[src/rtl/uart_rx_pkg.sv]
// -----------------------------------------------------------------------------
// uart_rx_pkg
// Shared definitions for the UART receive controller: default widths, the
// parity-type encodings and the frame-sequencing state enum.
// -----------------------------------------------------------------------------
package uart_rx_pkg;

    localparam int PRESC_W_DEF = 6;   // oversampling ratio up to 32
    localparam int DATA_W_DEF  = 8;   // data bits per frame

    localparam logic PAR_EVEN = 1'b0;
    localparam logic PAR_ODD  = 1'b1;

    typedef enum logic [2:0] {
        IDLE   = 3'd0,
        START  = 3'd1,
        DATA   = 3'd2,
        PARITY = 3'd3,
        STOP   = 3'd4
    } rx_state_e;

endpackage

[src/rtl/edge_bit_counter.sv]
// -----------------------------------------------------------------------------
// edge_bit_counter
// Oversample edge counter and data-bit counter for the UART receiver.
//   CLK, RST      : clock, asynchronous active-low reset
//   enable        : edge counter runs; held at 0 when low
//   clear         : zero both counters (start of a new frame)
//   bit_inc       : advance the bit counter by one
//   Prescale_lat  : latched oversampling ratio; edge_cnt wraps at Prescale_lat-1
//   edge_cnt      : oversample index within the current bit
//   bit_cnt       : number of data bits shifted so far in this frame
//   bit_end       : edge_cnt is on the last oversample of the bit
// -----------------------------------------------------------------------------
module edge_bit_counter #(
    parameter int PRESC_W = 6,
    parameter int CNT_W   = 4
) (
    input  logic               CLK,
    input  logic               RST,
    input  logic               enable,
    input  logic               clear,
    input  logic               bit_inc,
    input  logic [PRESC_W-1:0] Prescale_lat,
    output logic [PRESC_W-1:0] edge_cnt,
    output logic [CNT_W-1:0]   bit_cnt,
    output logic               bit_end
);

    // Prescale_lat is 0 only while idle after reset; the counter is disabled
    // then, so the wrapped compare value is never acted upon.
    assign bit_end = (edge_cnt == (Prescale_lat - PRESC_W'(1)));

    // NOTE: reset is asynchronous (in the sensitivity list) and all state is
    // updated with non-blocking assignments so every flop samples pre-edge values.
    always_ff @(posedge CLK or negedge RST) begin
        if (!RST) begin
            edge_cnt <= '0;
            bit_cnt  <= '0;
        end else if (clear) begin
            edge_cnt <= '0;
            bit_cnt  <= '0;
        end else begin
            if (!enable || bit_end) begin
                edge_cnt <= '0;
            end else begin
                edge_cnt <= edge_cnt + PRESC_W'(1);
            end
            if (bit_inc) begin
                bit_cnt <= bit_cnt + CNT_W'(1);
            end
        end
    end

endmodule

[src/rtl/uart_rx_ctrl.sv]
// -----------------------------------------------------------------------------
// uart_rx_ctrl
// Frame-level controller for the UART receive path: start detection, bit
// timing, deserializer sequencing and start/parity/stop checking.
//   CLK, RST       : clock, asynchronous active-low reset
//   RX_IN          : raw serial line, idle high
//   sampled_bit    : majority-voted bit, valid when edge_cnt == Prescale-1
//   PAR_EN/PAR_TYP : parity present / 0 even, 1 odd
//   Prescale       : oversampling ratio (8, 16, 32), latched at start detect
//   dat_samp_en    : data sampler enable (any state but IDLE)
//   edge_cnt       : oversample index within the current bit
//   deser_New_bit  : one-cycle shift strobe, once per data bit
//   deser_en       : one-cycle parallel-load enable for a good frame
//   data_valid     : one-cycle good-frame pulse
//   par_err        : parity mismatch, sticky until the next start
//   stop_err       : stop bit low, sticky until the next start
//   strt_glitch    : one-cycle pulse when a start bit is rejected
//   busy           : high in every state except IDLE
// -----------------------------------------------------------------------------
module uart_rx_ctrl
    import uart_rx_pkg::*;
#(
    parameter int PRESC_W = PRESC_W_DEF,
    parameter int DATA_W  = DATA_W_DEF
) (
    input  logic               CLK,
    input  logic               RST,
    input  logic               RX_IN,
    input  logic               sampled_bit,
    input  logic               PAR_EN,
    input  logic               PAR_TYP,
    input  logic [PRESC_W-1:0] Prescale,
    output logic               dat_samp_en,
    output logic [PRESC_W-1:0] edge_cnt,
    output logic               deser_New_bit,
    output logic               deser_en,
    output logic               data_valid,
    output logic               par_err,
    output logic               stop_err,
    output logic               strt_glitch,
    output logic               busy
);

    localparam int CNT_W = $clog2(DATA_W) + 1;

    rx_state_e          state;
    rx_state_e          next_state;
    logic [PRESC_W-1:0] presc_lat;
    logic [CNT_W-1:0]   bit_cnt;
    logic               bit_end;
    logic               par_acc;
    logic               start_det;
    logic               last_bit;

    assign start_det     = (state == IDLE) && !RX_IN;
    assign deser_New_bit = (state == DATA) && bit_end;
    assign last_bit      = deser_New_bit && (bit_cnt == CNT_W'(DATA_W - 1));
    assign dat_samp_en   = (state != IDLE);

    edge_bit_counter #(
        .PRESC_W (PRESC_W),
        .CNT_W   (CNT_W)
    ) u_counter (
        .CLK          (CLK),
        .RST          (RST),
        .enable       (state != IDLE),
        .clear        (start_det),
        .bit_inc      (deser_New_bit),
        .Prescale_lat (presc_lat),
        .edge_cnt     (edge_cnt),
        .bit_cnt      (bit_cnt),
        .bit_end      (bit_end)
    );

    always_ff @(posedge CLK or negedge RST) begin
        if (!RST) begin
            state <= IDLE;
        end else begin
            state <= next_state;
        end
    end

    // NOTE: next_state gets its default before the case so no path leaves it
    // unassigned and no latch is inferred.
    always_comb begin
        next_state = state;
        case (state)
            IDLE: begin
                if (!RX_IN) next_state = START;
            end
            START: begin
                if (bit_end) next_state = sampled_bit ? IDLE : DATA;
            end
            DATA: begin
                if (last_bit) next_state = PAR_EN ? PARITY : STOP;
            end
            PARITY: begin
                if (bit_end) next_state = STOP;
            end
            STOP: begin
                if (bit_end) next_state = IDLE;
            end
            default: next_state = IDLE;
        endcase
    end

    always_ff @(posedge CLK or negedge RST) begin
        if (!RST) begin
            presc_lat   <= '0;
            par_acc     <= 1'b0;
            par_err     <= 1'b0;
            stop_err    <= 1'b0;
            data_valid  <= 1'b0;
            deser_en    <= 1'b0;
            strt_glitch <= 1'b0;
            busy        <= 1'b0;
        end else begin
            busy        <= (next_state != IDLE);
            strt_glitch <= (state == START) && bit_end && sampled_bit;
            // par_err already reflects this frame by the stop bit (cleared at
            // start, updated at the parity bit when present).
            data_valid  <= (state == STOP) && bit_end && sampled_bit && !par_err;
            deser_en    <= (state == STOP) && bit_end && sampled_bit && !par_err;

            if (start_det) begin
                presc_lat <= Prescale;
                par_acc   <= 1'b0;
                par_err   <= 1'b0;
                stop_err  <= 1'b0;
            end else begin
                if (deser_New_bit) begin
                    par_acc <= par_acc ^ sampled_bit;
                end
                if ((state == PARITY) && bit_end) begin
                    par_err <= sampled_bit != (par_acc ^ (PAR_TYP == PAR_ODD));
                end
                if ((state == STOP) && bit_end) begin
                    stop_err <= ~sampled_bit;
                end
            end
        end
    end

endmodule

[config.mk]
export PLATFORM = sky130hd
export DESIGN_NAME = uart_rx_ctrl
export DESIGN_NICKNAME = d
export VERILOG_FILES = /design/src/rtl/uart_rx_pkg.sv /design/src/rtl/edge_bit_counter.sv /design/src/rtl/uart_rx_ctrl.sv
export SDC_FILE = /design/constraint.sdc
export NUM_CORES = 1
export LEC_CHECK = 0
export CORE_UTILIZATION = 46
export CTS_CLUSTER_SIZE = 30
export DETAILED_ROUTE_END_ITERATION = 8
export PLACE_DENSITY = 0.72
export SYNTH_ARGS = -nofsm -noshare
export SYNTH_HDL_FRONTEND = slang
export SYNTH_HIERARCHICAL = 1
export SYNTH_SLANG_ARGS = --single-unit
[constraint.sdc]
create_clock -name CLK -period 2.85 [get_ports CLK]
set_clock_uncertainty 0.2 [all_clocks]
set_input_delay 0.855 -clock CLK [delete_from_list [all_inputs] [get_ports CLK]]
set_output_delay 0.855 -clock CLK [all_outputs]
set_load 0.02 [all_outputs]
== Yosys cells after proc, flatten, opt, wreduce, memory -nomap -nowiden ==
Cells that the tools add are included.

* Add/sub/neg operators: 3
* $mul: 0
* Divide/modulo/power cells: 0
* $lt $le $gt $ge: 0
* Equal/unequal tests: 7
* Shift-type cells: 0
* Multiplexer cells: 18
* Bitwise gates (word level): 3
* Reduce and logical (&&, ||, !) cells: 19

{| class="wikitable"
|+ Operators with widths
! operator !! count
|-
| 2-to-1 mux 3 bit || 6
|-
| case mux 3 bit (5 select lines) || 1
|-
| 2-to-1 mux 6 bit || 2
|-
| logical AND 1 bit || 9
|-
| 2-to-1 mux 4 bit || 2
|-
| adder 6 x 1 -> 6 bit (second input constant) || 1
|-
| equality test 3 x 2 -> 1 bit (second input constant) || 2
|-
| equality test 6 bit || 1
|-
| 2-to-1 mux 1 bit || 6
|-
| nonzero test 2 bit || 3
|-
| nonzero test 3 bit || 2
|-
| subtractor 6 x 1 -> 6 bit (second input constant) || 1
|-
| adder 4 x 1 -> 4 bit (second input constant) || 1
|-
| equality test 4 x 3 -> 1 bit (second input constant) || 1
|-
| equality test 3 x 1 -> 1 bit (second input constant) || 1
|-
| equality test 3 bit (second input constant) || 1
|-
| zero test 1 bit || 3
|-
| zero test 3 bit || 1
|-
| 2-to-1 mux 2 bit || 1
|-
| bitwise XOR 1 bit || 2
|-
| logical OR 1 bit || 1
|-
| inequality test 1 bit || 1
|-
| NOT 1 bit || 1
|}

* Bits in registers: 25
* Latch bits: 0
* RAM bits: 0
* Memory bits (read-only): 0
* Input bits: 12
* Output and inout port bits: 14
* Word-level logic and storage cells: 60
* Memories kept: 0

== Longest topological paths before layout ==
Gate-level depths: netlist of the first run.

* Depth in word-level cells: 7
* Gate-level depth with buffers: 10
* Depth with buffers taken out: 10

== Hierarchy ==
Netlist of the first run, hierarchy kept.

{| class="wikitable"
|+ By module, submodules not included
! module !! instances !! cells each !! area each (µm²) !! seq. area each (µm²)
|-
| uart_rx_ctrl || 1 || 71 || 784.5 || 375.4
|-
| edge_bit_counter || 1 || 61 || 629.4 || 250.2
|}

== Least setup slack after synthesis of the first run ==
Ideal clock, no wire load.

* Kind: register to output
* Start: register presc_lat[0]
* End: output deser_New_bit
* Arrival time: 2.120 ns
* Data required time: 1.795 ns
* Setup slack: -0.325 ns
* Stages on the path, launching flop included: 6
* Path buffers: 0
* Cells stage by stage: dfrtp_1 > or3_4 > or4_4 > a32oi_2 > and2_1 > and4bb_2

* Word-level cells in the longest chain between the ends: 3

{| class="wikitable"
|+ Ends and longest elaborated chain
! element !! RTL line !! text
|-
| start: declaration || uart_rx_ctrl.sv:48 || <nowiki>logic [PRESC_W-1:0] presc_lat;</nowiki>
|-
| start signal: assignment || uart_rx_ctrl.sv:126 || <nowiki>presc_lat <= Prescale;</nowiki>
|-
| subtractor 6 x 1 -> 6 bit || edge_bit_counter.sv:30 || <nowiki>assign bit_end = (edge_cnt == (Prescale_lat - PRESC_W'(1)));</nowiki>
|-
| equality test 6 bit || edge_bit_counter.sv:30 ||
|-
| net bit_end || uart_rx_ctrl.sv:50 || <nowiki>logic bit_end;</nowiki>
|-
| logical AND 1 bit || uart_rx_ctrl.sv:56 || <nowiki>assign deser_New_bit = (state == DATA) && bit_end;</nowiki>
|-
| end: declaration || uart_rx_ctrl.sv:35 || <nowiki>output logic deser_New_bit,</nowiki>
|}

The timed path passes the listed nets, and every way through them passes these cells.

== Worst setup path in the final report of the first run ==
Ends and elaborated chain as after synthesis.

==> impl_metrics.toml, run 1 <==
[setup_path]
critical_path.cell_chain = "or3_4 -> or4_4 -> a32oi_4 -> and2_4 -> and4bb_4 -> buf_6"
cp.arrival_ns = 2.33
crit_type = "reg -> out"
crit_path_max_fanout = 2
slowest_delay_ns = 0.49
start_kind = "register"
endpoint_kind = "primary output"
cp_slowest_cell = "or4_4"
required_ns = 1.80

[timing]
finalWorstSetupSlack_ns = -0.532
max_slew_margin_pct = 74.0
fin_crit_ns = 3.38
whs_ns = 0.350
drv_slew = 0
rsz0062_at_grt = "true"
tightest_slew_ns = 0.386
timing.final.crit_share_pct = 119
max_freq_mhz = 296
fin_setup_tns_ns = -0.532
hold_violations = 0
setup_violations = 1

[floorplan]
coreArea_sq_um = 2830
die_w_microns = 57.4
die_y_microns = 57.4
io_pins = 26
initial_utilization_pct = 50.0
rows = 19
die_area_sq_um = 3300

[power]
p_seq_share_pct = 30.5
leakage_nw = 0.788
p_per_area_nw_per_um2 = 1010
switching_share_pct = 41.2
p_total_mw = 1.96
power.share.clock_pct = 8.4
worst_ir_drop_vdd_uv = 666
p_int_mw = 1.15
power_switching_uw = 806
pwr-share-comb_pct = 61.1

[synthesis]
async_reset_ff_share_pct = 100
synth_most_common_cell = "dfrtp_1"
synthFlopType = "dfrtp_1"
yosys_warnings = 6
synthCells = 132
synthesis.nets = 147
synth_top_area_share_pct = 44.2
synth_commonest_cells = "dfrtp_1, xor2_1, a211oi_1"
netlist-cell-type-count = 41
synth_area_leaders = "dfrtp_1, xor2_1, mux2_2"
ys_seq_area_share_pct = 44.2
syn_area_sq_um = 1410
synth.avg_cell_area_sq_um = 10.7
synth_area_leader_cell = "dfrtp_1"
synth_edf_count = 0
ys_ff_latch = 25

[clock_network]
numCtsBuffers = 3
hold_buffers = 0
clk_pin_slew_ns = 0.13
cts_tree = "done"
clkLatencyLatePin_ns = 0.33
h-tree-depth = 1
clk_path_buf_depth = 2
cts_sinks = 25
cts-root-buf = "clkbuf_4"

[grt]
grt_remaining_overflow = 0
grt_use_total_pct = 20.8
grt_pass1_vias = 1149
grt_pass1_wl_mm = 5.22
antenna_found_initial = 0
grt_max_degree = 26

[placed_design]
post-place-ws_ns = -0.682
port_buffers = 25
place_area_sq_um = 1870
place.gp.congestion = 0.824
placed_cells = 205
dpl.hpwl_mm = 2.35

[drt]
first_pass_iters = 6
routedWlPerCell_microns = 15.3
vias = 1218
vias_per_cell = 5.83
drtAntennaViolNets = 0
drc_errors = 1
dr.first_iter.drc_count = 32
drt-total-wl_mm = 3.20

[finish]
syn_to_final_growth_pct = 36.9
final_layout_size_suffix_gt1_share_pct = 26.4
nets = 194
n_fill_cell = 215
fin_util_pct = 68.4
diodes = 0
fin_area_sq_um = 1940
fin_cells = 209

[worst_hold_path]
min_path_type = "reg -> reg"

[flow_run]
maxCapViolations = 0

[run_status]
violations = "design-rule violations, negative setup slack"
status = "complete, but fails checks"
==> layer usage <==
layer / wire length [microns] / up-vias / track usage [%]
met4: 67 / 0 / 8.36
met1: 1380 / 606 / 26.9
met3: 165 / 7 / 3.63
li1: - / 572 / -
met2: 1590 / 33 / 34.6
met5: 0 / - / 0
==> worst max-delay path, delay by kind of cell, from the launching register on <==
family          cells  cell delay, ns
flops               1            0.42
buf+inv             1            0.12
compound gates      1            0.18
simple gates        4            1.28
==> cells in the final DEF (no fill, tap or decap), types with 2 or more instances in the layout <==
master            n
clkdlybuf4s50_1  23
nand2_1           7
o22ai_1           2
nand2b_1          5
ha_1              2
inv_2             2
a211oi_1          8
xnor2_1           5
o21ai_0           3
nand4b_1          3
nor3_1            2
inv_1             4
nand3_1           2
o32ai_1           2
or3_1             2
nor4b_1           2
buf_4            22
mux2i_1           2
nor2b_1           3
buf_6             2
dfrtp_1          25
nor2_1            6
xor2_1            9
clkbuf_4          3
mux2_2            6
a21oi_1           4
==> registers in the layout, indices dropped and copies added, names as in the netlist <==
signal and count:
stop_err 1, busy 1, presc_lat 6, u_counter/edge_cnt 6, par_acc 1, par_err 1, strt_glitch 1, state 3
u_counter/bit_cnt 4, data_valid 1
==> power by group through the flow <==
stage	Clock, mW	Sequential, mW	Combinational, mW
after detailed placement	0	0.601	1.10
after CTS	0.170	0.594	1.13
final	0.164	0.597	1.20
after global routing	0.178	0.612	1.29
after floorplan	0	0.657	0.582
after global placement	0	0.591	1.06
==> final timing paths <==
kind,startpoint,to,slack (ns),depth (start not counted)
worst min register to register,presc_lat[5],presc_lat[5],0.35,1
max in group asynchronous,RST,presc_lat[2],1.54,2
worst max register to register,presc_lat[0],u_counter/bit_cnt[3],0.19,9
min in group asynchronous,RST,state[1],0.66,2
worst min-delay path,presc_lat[5],presc_lat[5],0.35,1
worst max-delay path,presc_lat[0],deser_New_bit,-0.53,6
==> cell families after synthesis <==
| family | Yosys count | synth area share (%) |
|---|---|---|
| AND/OR/NAND/NOR | 43 | 20.3 |
| AO/OA/AOI/OAI | 26 | 13.8 |
| flip-flops | 25 | 44.2 |
| XOR/XNOR | 15 | 9.29 |
| buffers and inverters | 12 | 3.54 |
| multiplexers | 8 | 6.19 |
| adder cells (fa/ha/maj) | 3 | 2.66 |
==> repair_timing <==
item / 4_1_cts / 5_1_grt
gates resized for setup: 8 / 8
setup buffers: 0 / 0
setup endpoints to repair: 2 / 1
pin swaps: 1 / 3
==> layout make-up <==
type	instances	area, sq um	share of cell area (%)
Tap cell	31	38.8	2.00
Timing Repair Buffer	48	427	22.0
Clock buffer	4	26.3	1.36
Inverter	6	22.5	1.16
Sequential cell	25	626	32.3
Multi-Input combinational cell	95	796	41.1
No activity file was read; power rests on OpenSTA's default activity.
==> run 2: changes to the inputs <==
- PLACE_DENSITY: 0.72 -> not set
- PLACE_DENSITY_LB_ADDON: not set -> 0.25
==> impl_metrics.toml, run 2 (synthesis results as in run 1) <==
[timing]
drv_slew = 0
tightest_slew_ns = 0.402
timing.final.crit_share_pct = 119
max_slew_margin_pct = 72.9
hold_violations = 0
fin_crit_ns = 3.39
rsz0062_at_grt = "true"
finalWorstSetupSlack_ns = -0.544
setup_violations = 1
max_freq_mhz = 295

[setup_path]
cp_slowest_cell = "or4_4"
required_ns = 1.80
crit_path_max_fanout = 2
crit_buf_inv = 1
slowest_delay_ns = 0.50
cp_top_family = "simple AND/OR/NAND/NOR gates"
crit_type = "reg -> out"
critical_path.cell_chain = "or3_4 -> or4_4 -> a32oi_4 -> and2_4 -> and4bb_4 -> buf_6"
start_kind = "register"
cp.arrival_ns = 2.34
endpoint_kind = "primary output"

[power]
worst_ir_drop_vdd_uv = 626
leakage_nw = 0.771
p_per_area_nw_per_um2 = 993

[drt]
vias = 1188
dr.first_iter.drc_count = 29
drc_errors = 1
vias_per_cell = 5.74
first_pass_iters = 6
drtAntennaViolNets = 0
routedWlPerCell_microns = 15.3
drt-total-wl_mm = 3.16

[floorplan]
die_y_microns = 57.4
rows = 19
io_pins = 26
coreArea_sq_um = 2830
die_w_microns = 57.4
die_area_sq_um = 3300
initial_utilization_pct = 50.0

[worst_hold_path]
min_path_type = "reg -> reg"

[flow_run]
maxCapViolations = 0

[clock_network]
cts_sinks = 25
cts-root-buf = "clkbuf_4"
h-tree-depth = 1
clk_pin_slew_ns = 0.14
cts_tree = "done"
clkLatencyLatePin_ns = 0.32
clk_path_buf_depth = 2
numCtsBuffers = 3
post_cts_buffers = 0

[finish]
largestRegisters = "presc_lat: 6 flops, u_counter/edge_cnt: 6 flops, u_counter/bit_cnt: 4 flops"
final-seq-area_sq_um = 626
syn_to_final_growth_pct = 33.9
fin_cells = 207
final_cell_mix = "dfrtp_1, clkdlybuf4s50_1, buf_4, xor2_1, a211oi_1"
layout.cells.most_common = "dfrtp_1"
n_fill_cell = 232
final_layout_size_suffix_gt1_share_pct = 22.7
multi_input_area_sq_um = 768
nets = 192
diodes = 0

[placed_design]
post-place-ws_ns = -0.660
placed_cells = 203
place.gp.congestion = 0.880
port_buffers = 25
dpl.hpwl_mm = 2.40

[grt]
grt_remaining_overflow = 0
grt_use_met2_pct = 38.7
grt_max_degree = 26
grt_use_total_pct = 22.0
grt_pass1_wl_mm = 5.56
antenna_found_initial = 0
grtUsageMet3_pct = 3.17
grt_pass1_vias = 1204
busiest_layer = "met2"
use_met1_pct = 27.7

[run_status]
violations = "design-rule violations, negative setup slack"
status = "complete, but fails checks"
[run 2: cell types whose count changed in the layout (fill, tap and decap cells not counted)]
cell and delta:
buf_4 -1, buf_6 -1, dlygate4sd2_1 -1, dlymetal6s2s_1 +1, ha_1 +1, ha_4 -1
inv_1 +2, inv_2 -2, nor2b_1 +1, nor2b_4 -1, xnor2_1 +1, xnor2_2 -1
[run 2: per-layer routing]
metal  up-vias  part of all wire (%)
met5         -                     0
met4         0                  0.86
met3         4                   4.3
met2        32                    51
met1       585                    44
li1        567                     -
[run 2: metrics by stage]
step | hold slack (ns) | area, sq um | TNS [ns] | utilization (%) | power (mW)
2_1_floorplan | 0.302 | 1430 | -0.225 | - | 1.24
3_3_place_gp | 0.315 | 1850 | -0.623 | 65.4 | 1.63
3_5_place_dp | 0.323 | 1850 | -0.660 | 65.4 | 1.70
4_1_cts | 0.361 | 1890 | -0.555 | 66.8 | 1.89
5_1_grt | 0.388 | 1890 | -0.620 | 66.9 | 2.01
6_report | 0.359 | 1890 | -0.544 | 66.9 | 1.88
[run 2: final cells by class]
class | instances | share of cell area, %
clock buffers | 4 | 1.39
multi-input cells | 95 | 40.6
inverters | 6 | 1.19
repair buffers | 46 | 21.7
well taps | 31 | 2.05
flip-flops and latches | 25 | 33.0
[run 2: report_power, final]
group,switching [mW],internal (mW)
Combinational,0.562,0.572
Sequential,0.109,0.475
Clock,0.107,0.0548
[run 2: worst reg2reg max path, stage by stage (launching register included)]
cell and delay (ns):
dfrtp_1 0.41, or3_4 0.39, or4_4 0.50, a32oi_4 0.18, and2_4 0.18, and4bb_4 0.24
buf_4 0.14, nand4_1 0.11, xor2_1 0.16, nor2_1 0.10
[run 2: timing repair]
action | CTS | global route
setup endpoints to repair | 1 | 2
hold buffers | 0 | 0
gates resized for setup | 7 | 1
endpoints found under the hold margin | 0 | 0
pin swaps | 0 | 1
[run 2: path summary, 6_finish.rpt]
path,startpoint,endpoint,slack (ns),cells after the start
worst min-delay path,par_err,par_err,0.36,2
min in group asynchronous,RST,stop_err,0.68,2
worst max register to register,presc_lat[1],u_counter/bit_cnt[3],0.17,9
worst max-delay path,presc_lat[1],deser_New_bit,-0.54,6
worst min register to register,par_err,par_err,0.36,2
max in group asynchronous,RST,presc_lat[5],1.54,2
==> run 3: changes to the inputs <==
- CAP_MARGIN: not set -> 20
- SKIP_CTS_REPAIR_TIMING: not set -> 1
==> impl_metrics.toml, run 3 (synthesis results as in run 1) <==
[clock_network]
cts-root-buf = "clkbuf_4"
cts_sinks = 25
clkLatencyLatePin_ns = 0.33
cts_tree = "done"
h-tree-depth = 1
clk_path_buf_depth = 2
clk_pin_slew_ns = 0.13
numCtsBuffers = 3

[timing]
setup_violations = 1
whs_ns = 0.361
drv_slew = 0
timing.final.crit_share_pct = 120
tightest_slew_ns = 0.371
rsz0062_at_grt = "true"
fin_crit_ns = 3.41
max_freq_mhz = 293
finalWorstSetupSlack_ns = -0.560
max_slew_margin_pct = 75.0
hold_violations = 0
fin_setup_tns_ns = -0.560

[setup_path]
cp.arrival_ns = 2.35
required_ns = 1.80
slowest_delay_ns = 0.49
cp_slowest_cell = "or4_4"
cp_top_family = "simple AND/OR/NAND/NOR gates"
crit_buf_inv = 1
crit_type = "reg -> out"
worst-path-stages = 6
start_kind = "register"
rr_worst_depth = 9
critical_path.cell_chain = "or3_4 -> or4_4 -> a32oi_4 -> and2_4 -> and4bb_4 -> buf_6"
endpoint_kind = "primary output"
crit_path_max_fanout = 2

[finish]
syn_to_final_growth_pct = 34.4
fin_cells = 208
diodes = 0
final_cell_mix = "dfrtp_1, clkdlybuf4s50_1, buf_4, xor2_1, a211oi_1"
largestRegisters = "presc_lat: 6 flops, u_counter/edge_cnt: 6 flops, u_counter/bit_cnt: 4 flops"
fin_util_pct = 67.2
final_layout_size_suffix_gt1_share_pct = 23.2
fin_area_sq_um = 1900
layout.cells.most_common = "dfrtp_1"
nets = 193

[grt]
grt_max_degree = 26
antenna_found_initial = 0
grt_use_total_pct = 21.9
grt_remaining_overflow = 0
grt_pass1_vias = 1204
grt_pass1_wl_mm = 5.53

[power]
switching_share_pct = 41.3
leakage_nw = 0.777
worst_ir_drop_vdd_uv = 623
pwr-share-comb_pct = 60.7
p_int_mw = 1.12
power_switching_uw = 785
p_seq_share_pct = 30.7
p_per_area_nw_per_um2 = 1000
power.share.clock_pct = 8.6

[worst_hold_path]
min_path_cells = 1
min_path_type = "reg -> reg"

[drt]
routedWlPerCell_microns = 15.3
drt-total-wl_mm = 3.19
drtAntennaViolNets = 0
first_pass_iters = 6
vias_per_cell = 5.70
vias = 1185
dr.first_iter.drc_count = 33
drc_errors = 1

[flow_run]
maxCapViolations = 0

[floorplan]
die_y_microns = 57.4
die_w_microns = 57.4
rows = 19
die_area_sq_um = 3300
coreArea_sq_um = 2830
io_pins = 26
initial_utilization_pct = 50.0

[placed_design]
dpl.hpwl_mm = 2.40
place_area_sq_um = 1850
port_buffers = 25
placed_cells = 203
place.gp.congestion = 0.880

[run_status]
violations = "design-rule violations, negative setup slack"
status = "complete, but fails checks"
## run 3: cell count changes in the layout (fill, tap and decap cells not counted)
cell | before | now
buf_4 | 21 | 22
## run 3: power by group through the flow
stage / clock, mW / sequential [mW] / combinational (mW)
CTS: 0.167 / 0.584 / 1.11
global route: 0.182 / 0.602 / 1.25
finish: 0.164 / 0.584 / 1.15
detailed placement: 0 / 0.592 / 1.11
global placement: 0 / 0.581 / 1.05
floorplan: 0 / 0.657 / 0.582
## run 3: layout make-up
cell class	count	area, sq um
fill	229	928
sequential	25	626
inverter	6	22.5
multi-input combinational	95	768
tap	31	38.8
clock buffer	4	26.3
timing repair buffer	47	419
## run 3: through the flow
stage | total power, mW | setup slack (ns)
floorplan | 1.24 | -0.225
global placement | 1.63 | -0.623
detailed placement | 1.70 | -0.660
CTS | 1.86 | -1.04
global route | 2.03 | -0.631
finish | 1.90 | -0.560
## run 3: worst paths after layout
| kind | startpoint | endpoint | slack [ns] |
|---|---|---|---|
| setup / recovery | presc_lat[1] | deser_New_bit | -0.56 |
| hold / removal | presc_lat[5] | presc_lat[5] | 0.36 |
| setup reg to reg | presc_lat[1] | u_counter/bit_cnt[3] | 0.16 |
| hold reg to reg | presc_lat[5] | presc_lat[5] | 0.36 |
| max in group asynchronous | RST | presc_lat[5] | 1.53 |
| min in group asynchronous | RST | stop_err | 0.67 |
## run 3: layer usage
metal	up-vias	routed length, microns	global-route usage [%]
met5	-	0	0
met4	0	13	6.62
met3	2	119	3.17
met2	27	1630	38.7
met1	586	1430	27.4
li1	570	-	-
